===== src/rtl/adxl362_controller.sv =====
// adxl362_controller
// SPI mode-0 master that sequences register write (0x0A), register read (0x0B)
// and FIFO read (0x0D) transactions to an ADXL362 accelerometer. It accepts one
// command at a time and returns each received data byte as a one-cycle strobe.
//
// Optional feature: define ADXL362_CTRL_CMD_CHECK_EN to reject any command byte
// other than 0x0A/0x0B/0x0D. A rejected command pulses err and starts no SPI
// activity. When the macro is undefined, every command is accepted and runs as a
// read-format transaction.
//
// Parameters
//   CLK_DIV      clk_16mhz cycles per SCLK half-period (minimum 2)
// Ports
//   clk_16mhz    system clock, rising edge
//   rst          synchronous active-high reset
//   start        request strobe, taken only while busy=0
//   cmd          command byte
//   addr         register address, sent as {2'b00, addr}
//   length       data bytes per transaction (0 is treated as 1)
//   wr_data      next write byte, sampled on the edge that ends wr_data_req
//   wr_data_req  one-cycle request; wr_data is captured at the end of it
//   rd_data      last received data byte
//   rd_valid     one-cycle strobe, rd_data is new
//   busy         transaction in progress, including the nCS gap
//   done         one-cycle pulse in the cycle nCS returns high
//   err          one-cycle pulse on a rejected command
//   SCLK/MOSI/nCS/MISO  SPI pins
//
// state      | meaning
// -----------+-----------------------------------------------------------
// IDLE       | nCS high, waiting for start
// CS_SETUP   | nCS low, first MOSI bit presented, SCLK low one half-period
// SHIFT_CMD  | shifting the command byte
// SHIFT_ADDR | shifting the address byte (skipped for FIFO read)
// SHIFT_DATA | shifting data bytes until the byte counter expires
// CS_HOLD    | SCLK low, nCS held low one half-period after the last fall
// CS_GAP     | nCS high for two half-periods before returning to IDLE
module adxl362_controller #(
    parameter int CLK_DIV = 4
) (
    input  logic       clk_16mhz,
    input  logic       rst,
    input  logic       start,
    input  logic [7:0] cmd,
    input  logic [5:0] addr,
    input  logic [3:0] length,
    input  logic [7:0] wr_data,
    output logic       wr_data_req,
    output logic [7:0] rd_data,
    output logic       rd_valid,
    output logic       busy,
    output logic       done,
    output logic       err,
    output logic       SCLK,
    output logic       MOSI,
    output logic       nCS,
    input  logic       MISO
);

    localparam int TW = $clog2(2 * CLK_DIV + 1);
    localparam logic [TW-1:0] HALF_LOAD = TW'(CLK_DIV - 1);
    localparam logic [TW-1:0] GAP_LOAD  = TW'(2 * CLK_DIV - 1);

    localparam logic [7:0] CMD_WRITE = 8'h0A;
    localparam logic [7:0] CMD_FIFO  = 8'h0D;

    typedef enum logic [2:0] {
        IDLE,
        CS_SETUP,
        SHIFT_CMD,
        SHIFT_ADDR,
        SHIFT_DATA,
        CS_HOLD,
        CS_GAP
    } state_t;

    state_t state, state_nxt;

    logic [TW-1:0] tmr;
    logic [2:0]    bit_cnt;
    logic [3:0]    byte_cnt;
    logic [7:0]    tx_sr;
    logic [7:0]    rx_sr;
    logic [5:0]    addr_q;
    logic          wr_q;
    logic          fifo_q;
    logic          rd_pend;

    logic          tmr_tc;
    logic          shifting;
    logic          byte_end;
    logic          last_data;
    logic          cmd_ok;
    logic [7:0]    next_byte;

    assign tmr_tc    = (tmr == '0);
    assign shifting  = (state == SHIFT_CMD) || (state == SHIFT_ADDR) || (state == SHIFT_DATA);
    // A byte ends on the falling SCLK edge of its eighth bit.
    assign byte_end  = shifting && tmr_tc && SCLK && (bit_cnt == 3'd0);
    assign last_data = (byte_cnt == 4'd1);

`ifdef ADXL362_CTRL_CMD_CHECK_EN
    localparam logic [7:0] CMD_READ = 8'h0B;
    assign cmd_ok = (cmd == CMD_WRITE) || (cmd == CMD_READ) || (cmd == CMD_FIFO);
`else
    assign cmd_ok = 1'b1;
`endif

    // wr_data is requested in the cycle before the edge that loads it into the
    // shift register, so the user sees the request while wr_data is sampled.
    assign wr_data_req = !rst && wr_q && byte_end &&
                         ((state == SHIFT_ADDR) || ((state == SHIFT_DATA) && !last_data));

    // Byte loaded into the transmit shift register at the end of the current byte.
    always_comb begin
        next_byte = 8'h00;
        case (state)
            SHIFT_CMD:  next_byte = fifo_q ? (wr_q ? wr_data : 8'h00) : {2'b00, addr_q};
            SHIFT_ADDR: next_byte = wr_q ? wr_data : 8'h00;
            SHIFT_DATA: next_byte = (wr_q && !last_data) ? wr_data : 8'h00;
            default:    next_byte = 8'h00;
        endcase
    end

    always_comb begin
        state_nxt = state;
        case (state)
            IDLE: begin
                if (start && cmd_ok) begin
                    state_nxt = CS_SETUP;
                end
            end
            CS_SETUP: begin
                if (tmr_tc) begin
                    state_nxt = SHIFT_CMD;
                end
            end
            SHIFT_CMD: begin
                if (byte_end) begin
                    state_nxt = fifo_q ? SHIFT_DATA : SHIFT_ADDR;
                end
            end
            SHIFT_ADDR: begin
                if (byte_end) begin
                    state_nxt = SHIFT_DATA;
                end
            end
            SHIFT_DATA: begin
                if (byte_end && last_data) begin
                    state_nxt = CS_HOLD;
                end
            end
            CS_HOLD: begin
                if (tmr_tc) begin
                    state_nxt = CS_GAP;
                end
            end
            CS_GAP: begin
                if (tmr_tc) begin
                    state_nxt = IDLE;
                end
            end
            default: state_nxt = IDLE;
        endcase
    end

    always_ff @(posedge clk_16mhz) begin
        if (rst) begin
            state <= IDLE;
        end else begin
            state <= state_nxt;
        end
    end

    always_ff @(posedge clk_16mhz) begin
        if (rst) begin
            tmr      <= '0;
            bit_cnt  <= 3'd7;
            byte_cnt <= 4'd1;
            tx_sr    <= 8'h00;
            rx_sr    <= 8'h00;
            addr_q   <= 6'h00;
            wr_q     <= 1'b0;
            fifo_q   <= 1'b0;
            rd_pend  <= 1'b0;
            rd_data  <= 8'h00;
            rd_valid <= 1'b0;
            busy     <= 1'b0;
            done     <= 1'b0;
            err      <= 1'b0;
            SCLK     <= 1'b0;
            MOSI     <= 1'b0;
            nCS      <= 1'b1;
        end else begin
            done     <= 1'b0;
            err      <= 1'b0;
            rd_pend  <= 1'b0;
            rd_valid <= rd_pend;
            if (rd_pend) begin
                rd_data <= rx_sr;
            end
            if (!tmr_tc) begin
                tmr <= tmr - TW'(1);
            end

            case (state)
                IDLE: begin
                    if (start) begin
                        if (cmd_ok) begin
                            addr_q   <= addr;
                            wr_q     <= (cmd == CMD_WRITE);
                            fifo_q   <= (cmd == CMD_FIFO);
                            byte_cnt <= (length == 4'd0) ? 4'd1 : length;
                            bit_cnt  <= 3'd7;
                            tx_sr    <= cmd;
                            MOSI     <= cmd[7];
                            tmr      <= HALF_LOAD;
                            nCS      <= 1'b0;
                            busy     <= 1'b1;
                        end else begin
                            err <= 1'b1;
                        end
                    end
                end
                CS_SETUP: begin
                    // First rising edge of the transaction.
                    if (tmr_tc) begin
                        SCLK  <= 1'b1;
                        rx_sr <= {rx_sr[6:0], MISO};
                        tmr   <= HALF_LOAD;
                    end
                end
                SHIFT_CMD, SHIFT_ADDR, SHIFT_DATA: begin
                    if (tmr_tc) begin
                        tmr <= HALF_LOAD;
                        if (!SCLK) begin
                            SCLK  <= 1'b1;
                            rx_sr <= {rx_sr[6:0], MISO};
                        end else begin
                            SCLK <= 1'b0;
                            if (bit_cnt == 3'd0) begin
                                bit_cnt <= 3'd7;
                                tx_sr   <= next_byte;
                                MOSI    <= next_byte[7];
                                if (state == SHIFT_DATA) begin
                                    byte_cnt <= byte_cnt - 4'd1;
                                    rd_pend  <= !wr_q;
                                end
                            end else begin
                                bit_cnt <= bit_cnt - 3'd1;
                                tx_sr   <= {tx_sr[6:0], 1'b0};
                                MOSI    <= tx_sr[6];
                            end
                        end
                    end
                end
                CS_HOLD: begin
                    if (tmr_tc) begin
                        nCS  <= 1'b1;
                        done <= 1'b1;
                        MOSI <= 1'b0;
                        tmr  <= GAP_LOAD;
                    end
                end
                CS_GAP: begin
                    if (tmr_tc) begin
                        busy <= 1'b0;
                    end
                end
                default: begin
                    nCS  <= 1'b1;
                    SCLK <= 1'b0;
                    busy <= 1'b0;
                end
            endcase
        end
    end

endmodule


===== config.mk =====
export PLATFORM = sky130hd
export DESIGN_NAME = adxl362_controller
export DESIGN_NICKNAME = d
export VERILOG_FILES = /design/src/rtl/adxl362_controller.sv
export SDC_FILE = /design/constraint.sdc
export NUM_CORES = 1
export LEC_CHECK = 0
export ABC_AREA = 1
export ABC_CLOCK_PERIOD_IN_PS = 1900
export CAP_MARGIN = 20
export CORE_UTILIZATION = 45
export DETAILED_ROUTE_END_ITERATION = 6
export PLACE_DENSITY = 0.72
export SLEW_MARGIN = 25
export SYNTH_ARGS = -nofsm -noshare
export SYNTH_HDL_FRONTEND = slang
export SYNTH_SLANG_ARGS = --single-unit

===== constraint.sdc =====
create_clock -name clk_16mhz -period 1.9 [get_ports clk_16mhz]
set_input_delay 0.38 -clock clk_16mhz [delete_from_list [all_inputs] [get_ports clk_16mhz]]
set_output_delay 0.38 -clock clk_16mhz [all_outputs]
set_load 0.005 [all_outputs]

Word-level counts from Yosys, hierarchy flattened
Index checks and enable logic that the tools add are counted.
- add/subtract/negate cells: 3
- equality and inequality tests: 21
- muxes and demuxes: 54
- bitwise operators: 9
- reductions and logical operators: 38
- operator list (cell ; number):
    8-bit two-way mux ; 6
    4-bit two-way mux ; 10
    3-bit two-way mux ; 12
    7-bit two-way mux ; 4
    8-bit one-hot mux with 3 select lines ; 1
    2-bit != test (second input constant) ; 11
    3-bit one-hot mux with 7 select lines ; 1
    8-bit by 4-bit equality test with 1-bit output (second input constant) ; 2
    8-bit one-hot mux with 2 select lines ; 1
    7-bit one-hot mux with 2 select lines ; 1
    1-bit one-hot mux with 3 select lines ; 4
    4-bit one-hot mux with 3 select lines ; 1
    1-bit two-way mux ; 11
    5-bit OR reduction ; 2
    3-bit equality test (second input constant) ; 3
    1-bit logical AND ; 9
    1-bit inverter ; 9
    3-bit AND reduction ; 3
    4-bit logical NOT ; 2
    4-bit one-hot mux with 2 select lines ; 1
    4-bit AND reduction ; 2
    4-bit by 1-bit subtractor with 4-bit output (second input constant) ; 2
    7-bit AND reduction ; 1
    3-bit by 2-bit equality test with 1-bit output (second input constant) ; 2
    17 further kinds ; 24
- register bits: 52
- input port bits: 30
- output and inout bits: 16
- word-level logic and storage cells: 142

Logic depth before layout (Yosys ltp)
Gate-level depths: netlist of run 1.
- word-level depth: 9
- depth in mapped cells: 12
- mapped depth without buffers: 11

Worst setup path after synthesis of run 1
Ideal clock, no wire load.
- path kind: register to output
- from: register state[0]
- to: output wr_data_req
- arrival: 1.235 ns
- path slack: 0.285 ns
- cell stages (with the launch flop): 9
- path buffers: 3
- cell sequence: dfxtp_1 buf_6 nor2_2 nand2_2 nand2_4 buf_6 buf_6 nand3_1 nor3_1
- word-level cells in the longest chain between the ends: 8
- RTL lines (element ; line ; text):
    from (decl) ; 77 ; state_t state, state_nxt;
    from (signal assigned) ; 171 ; state <= state_nxt;
    3-bit by 2-bit equality test with 1-bit output (on tied branches) ; 97, 112 ;
    1-bit logical OR (2 in a row) ; 97 ; assign shifting = (state == SHIFT_CMD) || (state == SHIFT_ADDR) || (state == SHIFT_DATA);
    1-bit logical AND (3 in a row) ; 99 ; assign byte_end = shifting && tmr_tc && SCLK && (bit_cnt == 3'd0);
    1-bit logical AND ; 111 ; assign wr_data_req = !rst && wr_q && byte_end &&
    1-bit logical AND (*) ; 111 ;
    to (decl) ; 48 ; output logic wr_data_req,
Every way passes the cells marked *; elsewhere a longest branch is shown, timed or not.

Worst setup path in the final report of run 1
- from: register tmr[0]
- to: output wr_data_req
- word-level cells in the longest chain between the ends: 6
- RTL lines (element ; line ; text):
    from (decl) ; 79 ; logic [TW-1:0] tmr;
    from (signal assigned) ; 203 ; tmr <= tmr - TW'(1);
    4-bit logical NOT ; 96 ; assign tmr_tc = (tmr == '0);
    1-bit logical AND (3 in a row) ; 99 ;
    1-bit logical AND (2 in a row) ; 111 ;
Every way passes these cells.

==> qor.yml, run 1 <==
outcome: "finished, final reports clean"
dieArea_mm2: 0.006607
hold_viol_final: 0
clock_path_buffers: 2
r2r_cells: 11
first_iter_violations: 113
min_period_ps: 1859
grt_pass1_wl_um: 11450
power_leakage_uw: 0.001692
power_uw: 4884
drive_gt1_frac: 0.2070
criticalPathCategory: "reg -> out"
path_max_fanout: 2
grt_max_degree: 34
synth.top_cell.area_share: 0.3680
cp-end-kind: "primary output"
maxSlewViolCount: 0
hold_path.class: "reg -> reg"
holdCritStartpoint: "tx_sr[6]$_SDFFE_PP0P_"
die_y_um: 81.29
worst_path_max_delay_cell: "dfxtp_2"
postLayoutCoreUtil: 0.6084
ys_seq_area_frac: 0.3680
drc_errors: 0
io_buffer_count: 44
cts_tree: "built"
ys_warn_count: 0
power_switching_uw: 2129
cts_made_buffers: 5
die_w_um: 81.29
row_count: 28
r2r_start: "state[1]$_SDFFE_PP0P_"
root_buffer: "clkbuf_8"
syn2layout_area_growth_pct: 28.84
fin_skew_ps: 10.06
path_cells: "inv_2 > ha_2 > nand2_2 > inv_2 > nand3_2 > nor3_4 > buf_2"
met1_length_um: 3239
wl_um: 6779
ios: 46
wl_met2_um: 3204
seqPwrFrac: 0.335
syn_nets: 448
netlist_area_mm2: 0.002829
rrSetupSlack_ps: 150
ys_ff_latch: 52
fin_crit_sh: 0.9783
final_nets: 518
holdPathEnd: "tx_sr[6]$_SDFFE_PP0P_"
mostFrequentLayoutCells: "nand2_1, nor2_1, dfxtp_1"
switching_share: 0.4360
cpLargestDelayFamily: "simple AND/OR/NAND/NOR gates"
htree_levels: 2
cts_hold_buf: 0
postSynthCellCount: 412
grt_usage: 0.2217
crit_path_start_kind: "flop"
grt-ovfl-total: 0
nFillCells: 561
antenna_found_initial: 0
highest_layer: "met4"
grt_pass1_vias: 2527
vias: 2748
drv_cap: 0
final_common_cell: "nand2_1"
combinationalPowerShare: 0.528
crit_required_ps: 1520
cts_sinks: 52
synth_edf_count: 0
dr_wl_met3_um: 259
avgSynthCellArea_um2: 6.866
via_per_inst: 4.925
p_clk_frac: 0.138
hold_slack_ps: 475.3
initial_core_util: 0.4722
peakVddDrop_uv: 598.2
diodes: 0
synth_area_leader_cell: "dfxtp_1"
crit_top_cell: "inv_2"
path_clk_slew_ps: 100
yosys-top-cells-area: "dfxtp_1, nand2_1, nor2_1"
final-setup-viol-count: 0
routedWlPerCell_um: 12.15
critPathMaxStageDelay_ps: 340
firstDrtPassIters: 4
dp_hpwl_um: 4968
p_per_area_mw_per_mm2: 1340
ys.flop_type: "dfxtp_1"
ant_nets: 0
synth_cell_type_count: 38
fmax_ghz: 0.5380
clkLatencyLatePin_ps: 320
core_mm2: 0.005991
p_int_uw: 2754
arrival_ps: 1480
holdPathStages: 2
place_congestion: 0.8337
reg2reg_to: "byte_cnt[0]$_SDFFE_PP1P_"
path_buf_inv: 3
synthArstFlopShare: 0
-- how the worst max path moves through the flow --
| stage | cells past startpoint | end | slack, ps | start |
|---|---|---|---|---|
| 2_1_floorplan | 8 | wr_data_req | 290 | state[0]$_SDFFE_PP0P_ |
| 3_3_place_gp | 5 | wr_data_req | -300 | rst |
| 3_5_place_dp | 5 | wr_data_req | -290 | rst |
| 4_1_cts | 7 | wr_data_req | 20 | tmr[0]$_SDFF_PP0_ |
| 5_1_grt | 7 | wr_data_req | -20 | tmr[1]$_SDFF_PP0_ |
| 6_report | 7 | wr_data_req | 40 | tmr[0]$_SDFF_PP0_ |
-- Yosys cell counts, types with 3 or more instances --
cell type	number
a21oi_1	15
a21oi_2	9
buf_4	3
buf_6	4
clkbuf_1	6
clkinv_1	3
dfxtp_1	52
ha_1	6
inv_1	37
inv_2	7
nand2_1	98
nand2_2	12
nand2_4	4
nand3_1	21
nand4_1	5
nor2_1	63
nor3_1	7
o21ai_0	23
o21ai_1	13
o21ai_2	3
-- final cells by class --
class / instances / area (um2) / share of cell area
Sequential cell: 52 / 1045 / 0.2866
Timing Repair Buffer: 78 / 690.7 / 0.1895
Clock inverter: 3 / 26.28 / 0.007209
Multi-Input combinational cell: 297 / 1539 / 0.4222
Tap cell: 75 / 93.84 / 0.02575
Clock buffer: 5 / 68.82 / 0.01888
Inverter: 48 / 181.4 / 0.04978
-- power by group through the flow --
stage	sequential, uW	combinational (uW)	clock (uW)
finish	1630	2580	672
global route	1680	2910	732
CTS	1620	2520	691
detailed placement	1650	2510	0
global placement	1630	2460	0
floorplan	1610	1840	0
-- worst register-to-register path, stage by stage, from the launching register on --
cell and delay (ps):
dfxtp_2 370, nor2_2 150, nand2_2 100, nand2_4 70, buf_4 260, nand2_2 80
nand2_2 80, nand2_4 130, nor2_4 180, inv_2 80, nand2_1 60, nand3_1 70
-- flip-flops by register name, summed over array words and instances (netlist names) --
signal,cells
rd_data,8
rx_sr,8
tx_sr,7
addr_q,6
byte_cnt,4
tmr,4
bit_cnt,3
state,3
MOSI,1
SCLK,1
busy,1
done,1
fifo_q,1
nCS,1
rd_pend,1
rd_valid,1
wr_q,1
-- what timing repair did --
item,in CTS,in global routing
pin swaps,1,5
setup endpoints to repair,1,4
setup buffers,0,3
gates resized for setup,6,14
-- kinds of logic after synthesis --
kind of cell / Yosys count / synth area share
adders and majority gates: 6 / 0.02654
buffers and inverters: 63 / 0.1030
DFF: 52 / 0.3680
AOI/OAI and AO/OA: 70 / 0.1513
xor gates and xnor gates: 3 / 0.009290
and+or+nand+nor: 217 / 0.3406
other: 1 / 0.001326
-- per-stage QoR --
step | setup WS (ps) | cell area, um2 | cells | TNS (ps)
after floorplan | 285.5 | 2829 | 412 | 0
after global placement | -296.0 | 3486 | 547 | -296.0
after detailed placement | -294.8 | 3486 | 547 | -294.8
after CTS | 20.31 | 3583 | 555 | 0
after global routing | -21.73 | 3645 | 558 | -31.89
final | 41.20 | 3645 | 558 | 0
-- routing by layer --
metal / track usage / vias up
met5: 0 / -
met4: 0.06964 / 0
met2: 0.3717 / 51
met3: 0.03258 / 9
li1: - / 1449
met1: 0.2901 / 1239
(Power assumes the default switching activity.)
==> inputs of run 2 (changes only) <==
CELL_PAD_IN_SITES_DETAIL_PLACEMENT = 1   (was default)
CELL_PAD_IN_SITES_GLOBAL_PLACEMENT = 2   (was default)
CORE_UTILIZATION = 29   (was 45)
HOLD_SLACK_MARGIN = 0.03   (was default)
PLACE_DENSITY = 0.82   (was 0.72)
==> qor.yml, run 2 (same netlist as run 1, synthesis figures left out) <==
outcome: "finished, final reports clean"  # unchanged
die_w_um: 100.8  # was 81.29 um
grt_pass1_vias: 3033  # was 2,527
maxSlewViolCount: 0  # unchanged
holdCritStartpoint: "addr_q[2]$_SDFFE_PP0P_"  # was tx_sr[6]$_SDFFE_PP0P_
core_mm2: 0.009328  # was 0.005991 mm2
holdPathStages: 2  # unchanged
cts_hold_buf: 0  # unchanged
antenna_found_initial: 0  # unchanged
first_iter_violations: 45  # was 113
rsz0062_at_grt: "true"
arrival_ps: 1460  # was 1480 ps
hold_path.class: "reg -> reg"  # unchanged
cts_sinks: 52  # unchanged
root_buffer: "clkbuf_8"  # unchanged
clkLatencyLatePin_ps: 310  # was 320 ps
crit_path_start_kind: "flop"  # unchanged
final_nets: 525  # was 518
grt-ovfl-total: 0  # unchanged
firstDrtPassIters: 4  # unchanged
ant_nets: 0  # unchanged
row_count: 35  # was 28
hold_viol_final: 0  # unchanged
fin_crit_sh: 0.9661  # was 0.9783
power_leakage_uw: 0.001736  # was 0.001692 uW
via_per_inst: 4.586  # was 4.925
worst_path_max_delay_cell: "dfxtp_2"  # unchanged
grt_pass1_wl_um: 14120  # was 11,450 um
fin_skew_ps: 18.24  # was 10.06 ps
drv_cap: 0  # unchanged
syn2layout_area_growth_pct: 35.56  # was 28.84%
initial_core_util: 0.3033  # was 0.4722
p_per_area_mw_per_mm2: 1367  # was 1340 mW/mm2
largestRegisters: "rd_data x8, rx_sr x8, tx_sr x7"  # unchanged
path_max_fanout: 2  # unchanged
diodes: 0  # unchanged
dp_hpwl_um: 6314  # was 4968 um
design_area_mm2: 0.003835  # was 0.003645 mm2
reg2reg_to: "state[1]$_SDFFE_PP0P_"  # was byte_cnt[0]$_SDFFE_PP1P_
wl_um: 8508  # was 6779 um
drive_gt1_frac: 0.2306  # was 0.2070
holdPathEnd: "addr_q[2]$_SDFFE_PP0P_"  # was tx_sr[6]$_SDFFE_PP0P_
r2r_cells: 14  # was 11
cp-end-kind: "primary output"  # unchanged
path_clk_slew_ps: 100  # about the same
io_buffer_count: 44  # unchanged
routedWlPerCell_um: 13.74  # was 12.15 um
rrSetupSlack_ps: 90  # was 150 ps
dieArea_mm2: 0.01015  # was 0.006607 mm2
vias: 2839  # was 2,748
die_y_um: 100.8  # was 81.29 um
fmax_ghz: 0.5448  # was 0.5380 GHz
peakVddDrop_uv: 506.6  # was 598.2 uV
ios: 46  # unchanged
critPathMaxStageDelay_ps: 340  # about the same
final_common_cell: "nand2_1"  # unchanged
path_cells: "inv_2 > ha_4 > inv_1 > nor2_4 > nand3_4 > nor3_4 > buf_2"  # was inv_2 > ha_2 > nand2_2 > inv_2 > nand3_2 > nor3_4 > buf_2
cts_made_buffers: 5  # unchanged
postLayoutCoreUtil: 0.4111  # was 0.6084
place_area_mm2: 0.003591  # was 0.003486 mm2
grt_usage: 0.1770  # was 0.2217
min_period_ps: 1835  # was 1859 ps
grt_max_degree: 34  # unchanged
cts_tree: "built"  # unchanged
clock_path_buffers: 2  # unchanged
criticalPathCategory: "reg -> out"  # unchanged
crit_required_ps: 1520  # about the same
r2r_start: "bit_cnt[0]$_SDFFE_PP1P_"  # was state[1]$_SDFFE_PP0P_
place_congestion: 0.7900  # was 0.8337
final-setup-viol-count: 0  # unchanged
htree_levels: 2  # unchanged
crit_start: "bit_cnt[0]$_SDFFE_PP1P_"  # was tmr[0]$_SDFF_PP0_
drc_errors: 0  # unchanged
mostFrequentLayoutCells: "nand2_1, nor2_1, dfxtp_1"  # unchanged
==> run 2: through the flow <==
stage	cells	hold slack (ps)	worst slack (ps)	TNS [ps]	total power, uW
floorplan	412	438.3	285.5	0	3454
global placement	606	450.2	-337.5	-337.5	4242
detailed placement	606	464.5	-341.2	-341.2	4328
CTS	617	482.0	15.89	0	5168
global route	619	494.2	-15.21	-28.30	5713
finish	619	477.6	64.50	0	5244
==> run 2: power breakdown <==
| group | internal (uW) | switching (uW) | total [uW] | leakage, uW |
|---|---|---|---|---|
| sequential | 1420 | 237 | 1660 | 0.000426 |
| clock | 391 | 389 | 780 | 0.0000541 |
| combinational | 1160 | 1650 | 2810 | 0.00126 |
| total | 2970 | 2270 | 5240 | 0.00174 |
==> run 2: cell type report <==
type | instances | area, um2
Timing Repair Buffer | 85 | 747.0
Clock inverter | 3 | 42.54
Inverter | 48 | 183.9
Sequential cell | 52 | 1049
Fill cell | 1193 | 5493
Clock buffer | 5 | 68.82
Multi-Input combinational cell | 297 | 1583
Tap cell | 129 | 161.4
==> run 2: worst max-delay path by stage <==
stage                        to  slack [ps]  cells after the start
detailed placement  wr_data_req        -340                      5
global route        wr_data_req         -20                      6
CTS                 wr_data_req          20                      7
floorplan           wr_data_req         290                      8
global placement    wr_data_req        -340                      5
finish              wr_data_req          60                      7
==> run 2: layer usage <==
layer,global-route usage,part of all wire
met1,0.2167,0.47
met2,0.3314,0.49
met3,0.02566,0.029
met4,0.02787,0.0071
met5,0,0
==> run 2: what timing repair did <==
action,CTS,global route
resized for setup,10,23
endpoints found under the setup margin,1,14
buffers inserted,3,2
pin swaps,3,2
==> run 2: critical path, delay by kind of cell (launching register included) <==
kind,cells,cell delay (ps)
and+or+nand+nor,3,410
adders and majority gates,1,120
buffers and inverters,3,270
DFF,1,340
